File: config.mk
export PLATFORM = sky130hd
export DESIGN_NAME = alu_arbiter
export DESIGN_NICKNAME = d
export VERILOG_FILES = /design/src/rtl/alu_arbiter.sv
export SDC_FILE = /design/constraint.sdc
export NUM_CORES = 1
export LEC_CHECK = 0
export CORE_MARGIN = 2
export CORE_UTILIZATION = 55
export CTS_CLUSTER_DIAMETER = 60
export DETAILED_ROUTE_END_ITERATION = 7
export HOLD_SLACK_MARGIN = 0.08
export PLACE_DENSITY_LB_ADDON = 0.25
export SLEW_MARGIN = 20
export SYNTH_ARGS = -nofsm -noshare
export SYNTH_HDL_FRONTEND = slang
export SYNTH_SLANG_ARGS = --single-unit
File: constraint.sdc
create_clock -name clk -period 7.5 [get_ports clk]
set_input_delay 1.5 -clock clk [delete_from_list [all_inputs] [get_ports clk]]
set_output_delay 1.5 -clock clk [all_outputs]
set_load 0.02 [all_outputs]
File: src/rtl/alu_arbiter.sv
`default_nettype none
// ============================================================================
// Module      : alu_arbiter
// Description : Two-requester round-robin front end for a single ALU. One
//               operation is served at a time: accept (IDLE), compute (EXEC),
//               then hold the result until the consumer takes it (RESP).
// Revision    : 1.0 - initial release
// ============================================================================
module alu_arbiter #(
    parameter int SIZE = 8
) (
    input  logic            clk,
    input  logic            rst,
    input  logic            req0_valid,
    output logic            req0_ready,
    input  logic [SIZE-1:0] req0_a,
    input  logic [SIZE-1:0] req0_b,
    input  logic [2:0]      req0_sel,
    input  logic            req1_valid,
    output logic            req1_ready,
    input  logic [SIZE-1:0] req1_a,
    input  logic [SIZE-1:0] req1_b,
    input  logic [2:0]      req1_sel,
    output logic            rsp_valid,
    input  logic            rsp_ready,
    output logic [SIZE:0]   rsp_out,
    output logic            rsp_id,
    output logic            busy
);

    localparam logic [1:0] c_IDLE = 2'd0;
    localparam logic [1:0] c_EXEC = 2'd1;
    localparam logic [1:0] c_RESP = 2'd2;

    logic [1:0]      r_state;
    logic            r_last;      // requester served most recently
    logic            r_id;
    logic [SIZE-1:0] r_a;
    logic [SIZE-1:0] r_b;
    logic [2:0]      r_sel;
    logic            r_rsp_valid;
    logic [SIZE:0]   r_rsp_out;
    logic            r_rsp_id;

    logic            w_grant0;
    logic            w_grant1;
    logic            w_open;
    logic            w_accept;
    logic [SIZE:0]   w_result;

    // Round-robin grant: a lone requester wins, a tie goes to the one not last served
    always_comb begin
        w_grant0   = req0_valid && (!req1_valid || r_last);
        w_grant1   = req1_valid && (!req0_valid || !r_last);
        w_open     = (r_state == c_IDLE) && !rst;
        req0_ready = w_open && w_grant0;
        req1_ready = w_open && w_grant1;
        w_accept   = req0_ready || req1_ready;
    end

    // ALU on the captured operands; carry/borrow land in the top bit for add/sub
    always_comb begin
        w_result = '0;
        case (r_sel)
            3'b000:  w_result = {1'b0, r_a} + {1'b0, r_b};
            3'b001:  w_result = {1'b0, r_a} - {1'b0, r_b};
            3'b010:  w_result = {1'b0, r_a | r_b};
            3'b011:  w_result = {1'b0, r_a & r_b};
            3'b100:  w_result = {1'b0, r_a ^ r_b};
            3'b101:  w_result = {1'b0, ~(r_a | r_b)};
            3'b110:  w_result = {1'b0, ~(r_a & r_b)};
            default: w_result = {1'b0, ~(r_a ^ r_b)};
        endcase
    end

    // Transaction FSM with registered response outputs
    always_ff @(posedge clk) begin
        if (rst) begin
            r_state     <= c_IDLE;
            r_last      <= 1'b1;
            r_id        <= 1'b0;
            r_a         <= '0;
            r_b         <= '0;
            r_sel       <= '0;
            r_rsp_valid <= 1'b0;
            r_rsp_out   <= '0;
            r_rsp_id    <= 1'b0;
        end else begin
            case (r_state)
                c_IDLE: begin
                    if (w_accept) begin
                        r_a     <= req1_ready ? req1_a   : req0_a;
                        r_b     <= req1_ready ? req1_b   : req0_b;
                        r_sel   <= req1_ready ? req1_sel : req0_sel;
                        r_id    <= req1_ready;
                        r_last  <= req1_ready;
                        r_state <= c_EXEC;
                    end
                end
                c_EXEC: begin
                    r_rsp_out <= w_result;
                    r_rsp_id  <= r_id;
                    r_state   <= c_RESP;
                end
                c_RESP: begin
                    // First RESP cycle raises valid; afterwards wait for the consumer
                    if (!r_rsp_valid) begin
                        r_rsp_valid <= 1'b1;
                    end else if (rsp_ready) begin
                        r_rsp_valid <= 1'b0;
                        r_state     <= c_IDLE;
                    end
                end
                default: begin
                    r_state     <= c_IDLE;
                    r_rsp_valid <= 1'b0;
                end
            endcase
        end
    end

    assign rsp_valid = r_rsp_valid;
    assign rsp_out   = r_rsp_out;
    assign rsp_id    = r_rsp_id;
    assign busy      = (r_state != c_IDLE);

endmodule
`default_nettype wire
* Yosys cells after proc, flatten, opt, wreduce, memory -nomap -nowiden *
Index checks and enable logic that the tools add are counted.

storage, ports and cells
  flip-flop bits (word level) = 34
  word-level logic and storage cells = 57

cells by class
  add/subtract/negate cells = 2
  equality and inequality tests = 11
  muxes and demuxes = 11
  bitwise operators = 6
  reduce and logical (&&, ||, !) cells = 18

operators by type and width
  kind                                                                    count
  9-bit case mux with 7 select lines                                      1
  8-bit NOT                                                               3
  8-bit 2-to-1 mux                                                        2
  8-bit by 8-bit adder with 9-bit output                                  1
  3-bit equality test (second input constant)                             3
  8-bit by 8-bit subtractor with 9-bit output                             1
  8-bit AND                                                               1
  8-bit bitwise OR                                                        1
  8-bit XOR                                                               1
  3-bit by 2-bit equality test with 1-bit output (second input constant)  2
  2-bit 2-to-1 mux                                                        3
  2-bit inequality test (second input constant)                           3
  2-bit case mux with 3 select lines                                      1
  1-bit logical AND                                                       5
  1-bit logical NOT                                                       4
  3-bit by 1-bit equality test with 1-bit output (second input constant)  1
  3-bit logical NOT                                                       1
  1-bit logical OR                                                        3
  3-bit 2-to-1 mux                                                        1
  3-bit AND reduction                                                     1
  2-bit by 1-bit equality test with 1-bit output (second input constant)  1
  2-bit equality test (second input constant)                             1
  2-bit logical NOT                                                       1
  1-bit 2-to-1 mux                                                        2
  4 further kinds                                                         4

* Longest topological paths before layout *
Gate-level depths: netlist (run 1).

  word-level depth = 7
  gate-level depth with buffers = 12

* Worst setup path after synthesis (run 1) *
Ideal clock, no wire load.

  kind = input -> output
  start = in rst
  end = out req0_ready
  arrival time = 2.169 ns
  path slack = 3.831 ns
  cell stages on the path = 4
  path buffers = 1
  cells stage by stage = nor2_1 -> nand3_2 -> buf_2 -> inv_1

between the ends
  word-level cells in the longest chain between the ends = 3

RTL lines
  element            RTL line  text
  start, declared    13        input logic rst,
  1-bit logical NOT  55        w_open = (r_state == c_IDLE) && !rst;
  1-bit logical AND  55
  1-bit logical AND  56        req0_ready = w_open && w_grant0;
  end, declared      15        output logic req0_ready,

No other way between the ends.

* Worst setup path in the final report (run 1) *
Ends and elaborated chain as after synthesis.

==> impl_summary.log, run 1 <==
INFO  metric run_status = finished, final reports clean
INFO  metric portBuffers = 56
INFO  metric dp_hpwl = around 4500 um
INFO  metric critPathBufInv = 4
INFO  metric power_density = 215 nW/um2
INFO  metric placementRows = 24
INFO  metric number_of_global_route_vias_before_repair = 2157
INFO  metric final_cell_count_no_fill = 407
INFO  metric cts.reportedPaths.clkPinSlew = around 70 ps
INFO  metric cp_cell_sequence = clkdlybuf4s50_1, buf_4, nor2_1, nand3_2, inv_1, clkdlybuf4s50_1
INFO  metric cts-htree-levels = 2
INFO  metric clock-skew-final = 10.7 ps
INFO  metric rr_startpoint = r_sel[1]
INFO  metric fin_area = 3180 um2
INFO  metric drc = 0
INFO  metric detail_route.wl_per_cell = 14.4 um
INFO  metric library_cell_appearing_most_often_on_the_critical_path = clkdlybuf4s50_1
INFO  metric postSynthCellCount = 305
INFO  metric critPathLaunchType = primary input
INFO  metric arrival = 3790 ps
INFO  metric post_dp_cell_area = 3090 um2
INFO  metric synth.distinct_cells = 50
INFO  metric reg2reg_slack = 4310 ps
INFO  metric fin_nets = 423
INFO  metric hold_path_end = rsp_out[2]
INFO  metric setup_viol_count_final = 0
INFO  metric detail_route.first_pass.iterations = 4
INFO  metric critPathKind = in -> out
INFO  metric clock.fmax = between 0.15 and 0.2 GHz
INFO  metric final_ant_viol_nets = 0
INFO  metric antennaDiodeCount = 0
INFO  metric grt_pass1_wl = 9920 um
INFO  metric start_util = 0.576
INFO  metric hp-class = reg -> reg
INFO  metric holdCritStartpoint = rsp_out[2]
INFO  metric hold_path_depth = 2
INFO  metric crit_slowest_cell = clkdlybuf4s50_1
INFO  metric max_slew.worst_pin.slew = 743 ps
INFO  metric cts.path.max_buffers = 2
INFO  metric gp_routability_congestion = 0.921
INFO  metric critPathMaxFanout = 33
INFO  metric grt_setup_unrepaired = false
INFO  metric vias = 2398
INFO  metric synth_fp_nets = 374
INFO  metric synthesis.area = 2520 um2
INFO  metric synth_async_sr_flop_share = 0
INFO  metric gr-usage-all-layers = 0.241
INFO  metric cpLargestDelayFamily = buffers and inverters
INFO  metric number_of_enable_type_register_cells_in_the_synthesized_netlist = 0
INFO  metric detail_route.iter0.violations = 185
INFO  metric required = 6000 ps
INFO  metric ctsResizeCount = 0
INFO  metric cts_made_buffers = 5
INFO  metric clk_root_buffer_cell = clkbuf_8
INFO  metric place_inst = 399
INFO  metric timing_hold_violations_final = 0
INFO  metric grt_remaining_overflow = 0
INFO  metric worst-r2r-cell-count = 9
INFO  metric yosysSeqAreaShare = 0.270
INFO  metric slew_viol_final = 0
INFO  metric crit-reg2reg-capture = rsp_out[6]
INFO  metric totalNegativeSetupSlack = 0 ps
INFO  metric layout-drive-gt1-share = 0.0423
INFO  metric relSlewSlack = 0.504
INFO  metric critical_path.max_stage_delay = 640 ps
INFO  metric peakVddDrop = 0.105 mV
INFO  metric totalWireLength = 5870 um
INFO  metric vias_per_cell = between 5 and 6
INFO  metric pin_count_of_the_biggest_net_entering_global_routing = 42
INFO  metric floorplan.die.width = 71.7 um
INFO  metric cts.sink_count = 34
INFO  metric clock_tree_from_tritoncts = yes
INFO  metric yosys_register_bits = 34
INFO  metric floorplan.io_pins = between 50 and 60
INFO  metric layout_worst_path_cycle_share = 0.706
INFO  metric crit_path_end_kind = output port
INFO  metric yosysWarnings = 0
INFO  metric post_synth.cell_area_avg = 8.27 um2
INFO  metric layout-area-overhead-vs-synth = 25.9%
INFO  metric layout_min_cycle_time = 5290 ps
INFO  metric synth_ff_type = dfxtp_1
INFO  metric fp.dieH = 71.7 um
INFO  metric maxCapViolCount = 0
INFO  metric initial_antenna_violation_count = 0
INFO  metric coreArea = 4380 um2
INFO  metric finished_core_util = 0.725
INFO  metric power.leakage = between 0.001 and 0.0015 uW
INFO  metric worst_skew_pair.late_latency = 290 ps
INFO  metric post-cts-setup-buffer-count = 0
INFO  metric floorplan.die_area = between 5000 and 6000 um2
INFO  metric post_cts_hold_buffer_count = 0
[cells in the final DEF (no fill, tap or decap), drive strengths merged, types with 4 or more instances in the layout]
cell type and n:
inv 23, clkbuf 7, mux2i 23, a22o 4, clkdlybuf4s50 56, nand2 28, xnor2 8, o221ai 5
a31oi 5, dfxtp 34, nand3 7, o21ai 8, nor2 30, nand2b 6, a211oi 19, ha 25
or2 4, a21oi 15
[Yosys cell counts, drive strengths merged (6+ instances only)]
library cell  number  area share
mux2i             23       0.091
a211oi            19       0.057
o21ai              8       0.016
inv               23       0.034
nand2             28       0.042
buf                7       0.017
nand2b             6       0.015
ha                25        0.12
xnor2              8       0.028
nand3              7       0.016
nor2              30       0.045
dfxtp             34        0.27
clkbuf             9       0.013
a21oi             15       0.030
[worst register-to-register path: stages, from the launching register on]
cell and delay [ps]:
dfxtp_1 800, nor2_1 250, nand2_1 270, o21ai_0 200, fa_1 450, nand2b_1 160
a21oi_1 230, a31oi_1 200, xor2_1 190, o41ai_1 330
[registers in the layout (all words and copies together), names as in the netlist, 2 cells and up]
name	flops
r_state	2
rsp_out	9
r_b	8
r_sel	3
r_a	8
[layer usage]
| metal | share of wire | vias to the layer above | global-route usage |
|---|---|---|---|
| met5 | 0 | - | 0 |
| met4 | 0.013 | 0 | 0.0734 |
| met3 | 0.051 | 7 | 0.0422 |
| met2 | 0.45 | 77 | 0.378 |
| met1 | 0.48 | 1114 | 0.338 |
| li1 | - | 1200 | - |
[cell type report]
| type | count | area, um2 |
|---|---|---|
| Timing Repair Buffer | 58 | 576 |
| Multi-Input combinational cell | 231 | 1670 |
| Fill cell | 349 | 1210 |
| Tap cell | 52 | 65.1 |
| Inverter | 24 | 95.1 |
| Sequential cell | 34 | 681 |
| Clock inverter | 1 | 5.00 |
| Clock buffer | 7 | 86.3 |
[power by group]
group          leakage, uW  internal, uW  switching [uW]
sequential        0.000279           204            27.9
combinational      0.00101           153             156
clock            0.0000482          74.1            70.3
[cells by family after synthesis]
group / count (synthesis) / synth area share
AO/OA/AOI/OAI: 83 / 0.236
multiplexers: 24 / 0.100
buffers and inverters: 40 / 0.0684
flip-flops: 34 / 0.270
XOR/XNOR: 11 / 0.0382
adder cells (fa/ha/maj): 26 / 0.132
AND/OR/NAND/NOR: 87 / 0.156
[worst max path at each step]
stage | start | endpoint | slack, ps | cells after the start
after CTS | rst | req0_ready | 2230 | 6
after detailed placement | rst | req0_ready | 2230 | 6
after floorplan | rst | req0_ready | 3830 | 4
final | rst | req0_ready | 2210 | 6
after global placement | rst | req0_ready | 2330 | 6
after global routing | rst | req0_ready | 2050 | 6
[metrics by stage]
step	hold WS, ps	total power, uW	worst slack, ps
floorplan	432	450	3830
global placement	437	530	2330
detailed placement	445	539	2230
CTS	456	681	2230
global route	483	726	2050
finish	455	685	2210
Power figures use the tool's default switching activity.
==> inputs of run 2 (changes only) <==
- CORE_UTILIZATION: 55 -> 46
- clock period: 7.5 -> 4.3 ns (I/O delays scaled with it)
==> impl_summary.log, run 2 (synthesis gave the netlist of run 1 again) <==
INFO  metric run_status = finished, final reports clean (unchanged)
INFO  metric timing_hold_violations_final = 0 (unchanged)
INFO  metric clock-skew-final = 4.24 ps (was 10.7 ps)
INFO  metric clock.fmax = 0.316 GHz
INFO  metric gp_routability_congestion = 0.875 (was 0.921)
INFO  metric post_dp_cell_area = 3120 um2 (was 3090 um2)
INFO  metric layout_min_cycle_time = 3170 ps
INFO  metric portBuffers = 56 (unchanged)
INFO  metric cts-htree-levels = 2 (unchanged)
INFO  metric relSlewSlack = 0.498 (was 0.504)
INFO  metric library_cell_appearing_most_often_on_the_critical_path = clkdlybuf4s50_1 (unchanged)
INFO  metric detail_route.iter0.violations = 123 (was 185)
INFO  metric worst_skew_pair.late_latency = 280 ps (was 290 ps)
INFO  metric layout.cells.most_common = clkdlybuf4s50_1 (unchanged)
INFO  metric cpLargestDelayFamily = buffers and inverters (unchanged)
INFO  metric top_usage_layer_grt = met2 (unchanged)
INFO  metric floorplan.io_pins = 57 (unchanged)
INFO  metric worst-path-stages = 5 (was 6)
INFO  metric post-cts-setup-buffer-count = 0 (unchanged)
INFO  metric final_ant_viol_nets = 0 (unchanged)
INFO  metric clock_power_share = 0.233 (was 0.211)
INFO  metric drc = 0 (unchanged)
INFO  metric fp.dieH = 78.1 um (was 71.7 um)
INFO  metric ctsResizeCount = 0 (unchanged)
INFO  metric max_slew.worst_pin.slew = 752 ps (was 743 ps)
INFO  metric cts_made_buffers = 5 (unchanged)
INFO  metric antennaDiodeCount = 0 (unchanged)
INFO  metric dp_hpwl = 4590 um (was 4490 um)
INFO  metric grtUsageMet2 = 0.357 (was 0.378)
INFO  metric critPathKind = in -> out (unchanged)
INFO  metric pin_count_of_the_biggest_net_entering_global_routing = 41 (was 42)
INFO  metric crit-reg2reg-capture = rsp_out[6] (unchanged)
INFO  metric vias = 2372 (was 2398)
INFO  metric place_inst = 418 (was 399)
INFO  metric hp-class = reg -> reg (unchanged)
INFO  metric reg2reg_slack = 1230 ps (was 4310 ps)
INFO  metric totalWireLength = 6010 um (was 5870 um)
INFO  metric initial_antenna_violation_count = 0 (unchanged)
INFO  metric placementRows = 26 (was 24)
INFO  metric power.internal = 797 uW (was 431 uW)
INFO  metric critical_path.max_stage_delay = 600 ps (was 640 ps)
INFO  metric critical_path.endpoint = req1_ready (was req0_ready)
INFO  metric final_cell_count_no_fill = 426 (was 407)
INFO  metric power_density = 384 nW/um2 (was 215 nW/um2)
INFO  metric worst-r2r-cell-count = 9 (unchanged)
INFO  metric power.leakage = 0.00135 uW (was 0.00134 uW)
INFO  metric cts.path.max_buffers = 2 (unchanged)
INFO  metric power.share.switching = 0.356 (was 0.371)
INFO  metric fill_cells = 475 (was 349)
INFO  metric critPathMaxFanout = 2 (was 33)
INFO  metric detail_route.first_pass.iterations = 4 (unchanged)
INFO  metric floorplan.die.width = 78.1 um (was 71.7 um)
INFO  metric cts.reportedPaths.clkPinSlew = 70 ps (about the same)
INFO  metric critPathBufInv = 3 (was 4)
INFO  metric coreArea = 5200 um2 (was 4380 um2)
INFO  metric post_cts_hold_buffer_count = 0 (unchanged)
INFO  metric totalNegativeSetupSlack = 0 ps (unchanged)
INFO  metric p_sw = 441 uW (was 254 uW)
INFO  metric grt_setup_unrepaired = false (unchanged)
INFO  metric crit_path_end_kind = output port (unchanged)
INFO  metric worst_setup_startpoint = rst (unchanged)
INFO  metric layout-area-overhead-vs-synth = 27.7% (was 25.9%)
INFO  metric detail_route.wl_per_cell = 14.1 um (was 14.4 um)
INFO  metric leading_cell_types_in_the_layout_fill_and_taps_excluded = clkdlybuf4s50_1 (56), dfxtp_1 (34), nor2_1 (30) (unchanged)
INFO  metric arrival = 2310 ps (was 3790 ps)
INFO  metric layout-drive-gt1-share = 0.0421 (was 0.0423)
INFO  metric setup_viol_count_final = 0 (unchanged)
INFO  metric largest_register_ff_count = 9 (unchanged)
INFO  metric rr_startpoint = r_sel[0] (was r_sel[1])
INFO  metric number_of_global_route_vias_before_repair = 2219 (was 2157)
INFO  metric slew_viol_final = 0 (unchanged)
INFO  metric vias_per_cell = 5.57 (was 5.89)
INFO  metric start_util = 0.485 (was 0.576)
INFO  metric cp_cell_sequence = clkdlybuf4s50_1, nor2_1, nand3_1, inv_1, clkdlybuf4s50_1 (was clkdlybuf4s50_1, buf_4, nor2_1, nand3_2, inv_1, clkdlybuf4s50_1)
INFO  metric maxCapViolCount = 0 (unchanged)
INFO  metric groute.layer.met3.usage = 0.0471 (was 0.0422)
INFO  metric fin_nets = 424 (was 423)
INFO  metric cts.sink_count = 34 (unchanged)
INFO  metric clk_root_buffer_cell = clkbuf_8 (unchanged)
INFO  metric fin_area = 3220 um2 (was 3180 um2)
INFO  metric peakVddDrop = 0.255 mV (was 0.105 mV)
INFO  metric grt_use_met1 = 0.269 (was 0.338)
INFO  metric required = 3440 ps (was 6000 ps)
INFO  metric pwr-share-seq = 0.328 (was 0.338)
INFO  metric combPwrFrac = 0.439 (was 0.451)
INFO  metric grt_remaining_overflow = 0 (unchanged)
INFO  metric gr-usage-all-layers = 0.211 (was 0.241)
INFO  metric clock_tree_from_tritoncts = yes (unchanged)
INFO  metric layout_worst_path_cycle_share = 0.736
INFO  metric grt_pass1_wl = 10300 um (was 9920 um)
INFO  metric floorplan.die_area = 6090 um2 (was 5150 um2)
INFO  metric critPathLaunchType = primary input (unchanged)
INFO  metric crit_slowest_cell = clkdlybuf4s50_1 (unchanged)
run 2: cell count changes in the layout (fill, tap and decap cells not counted), sizes merged:
cell	delta
buf	+1
bufinv	+1
clkinv	-1
run 2: cell type report:
cell class | instances | area (um2) | area share
multi-input cells | 231 | 1670 | 0.518
flip-flops and latches | 34 | 681 | 0.211
repair buffers | 59 | 583 | 0.181
inverters | 24 | 95.1 | 0.0295
well taps | 70 | 87.6 | 0.0272
clock buffers | 7 | 76.3 | 0.0237
clock inverters | 1 | 30.0 | 0.00932
run 2: how the worst min path moves through the flow:
stage	startpoint	endpoint	slack (ps)	depth (start not counted)
after floorplan	r_id	rsp_id	430	2
after global placement	rsp_id	rsp_id	440	2
after detailed placement	rsp_id	rsp_id	450	2
after CTS	rsp_id	rsp_id	460	2
after global routing	rsp_id	rsp_id	490	2
final	rsp_id	rsp_id	460	2
run 2: metal layers:
| layer | share of wire | vias to the layer above |
|---|---|---|
| li1 | - | 1201 |
| met1 | 0.45 | 1116 |
| met2 | 0.49 | 48 |
| met3 | 0.046 | 7 |
| met4 | 0.012 | 0 |
| met5 | 0 | - |
run 2: power by group through the flow:
stage / Clock (uW) / Sequential [uW] / Combinational [uW]
after floorplan: 0 / 408 / 377
after global placement: 0 / 410 / 530
after detailed placement: 0 / 413 / 539
after CTS: 291 / 406 / 546
after global routing: 309 / 413 / 606
final: 288 / 406 / 544
run 2: worst min-delay path, cell delays in order (launching register included):
cell	delay, ps
dfxtp_1	310
nand2_1	50
a21oi_1	50
run 2: through the flow:
| stage | total power, uW | utilization | setup WS, ps | hold WS, ps |
|---|---|---|---|---|
| 5_1_grt | 1330 | 0.619 | 837 | 490 |
| 3_3_place_gp | 941 | 0.599 | 1140 | 444 |
| 6_report | 1240 | 0.619 | 1130 | 455 |
| 4_1_cts | 1240 | 0.619 | 1120 | 461 |
| 2_1_floorplan | 785 | - | 1780 | 432 |
| 3_5_place_dp | 952 | 0.599 | 1130 | 451 |
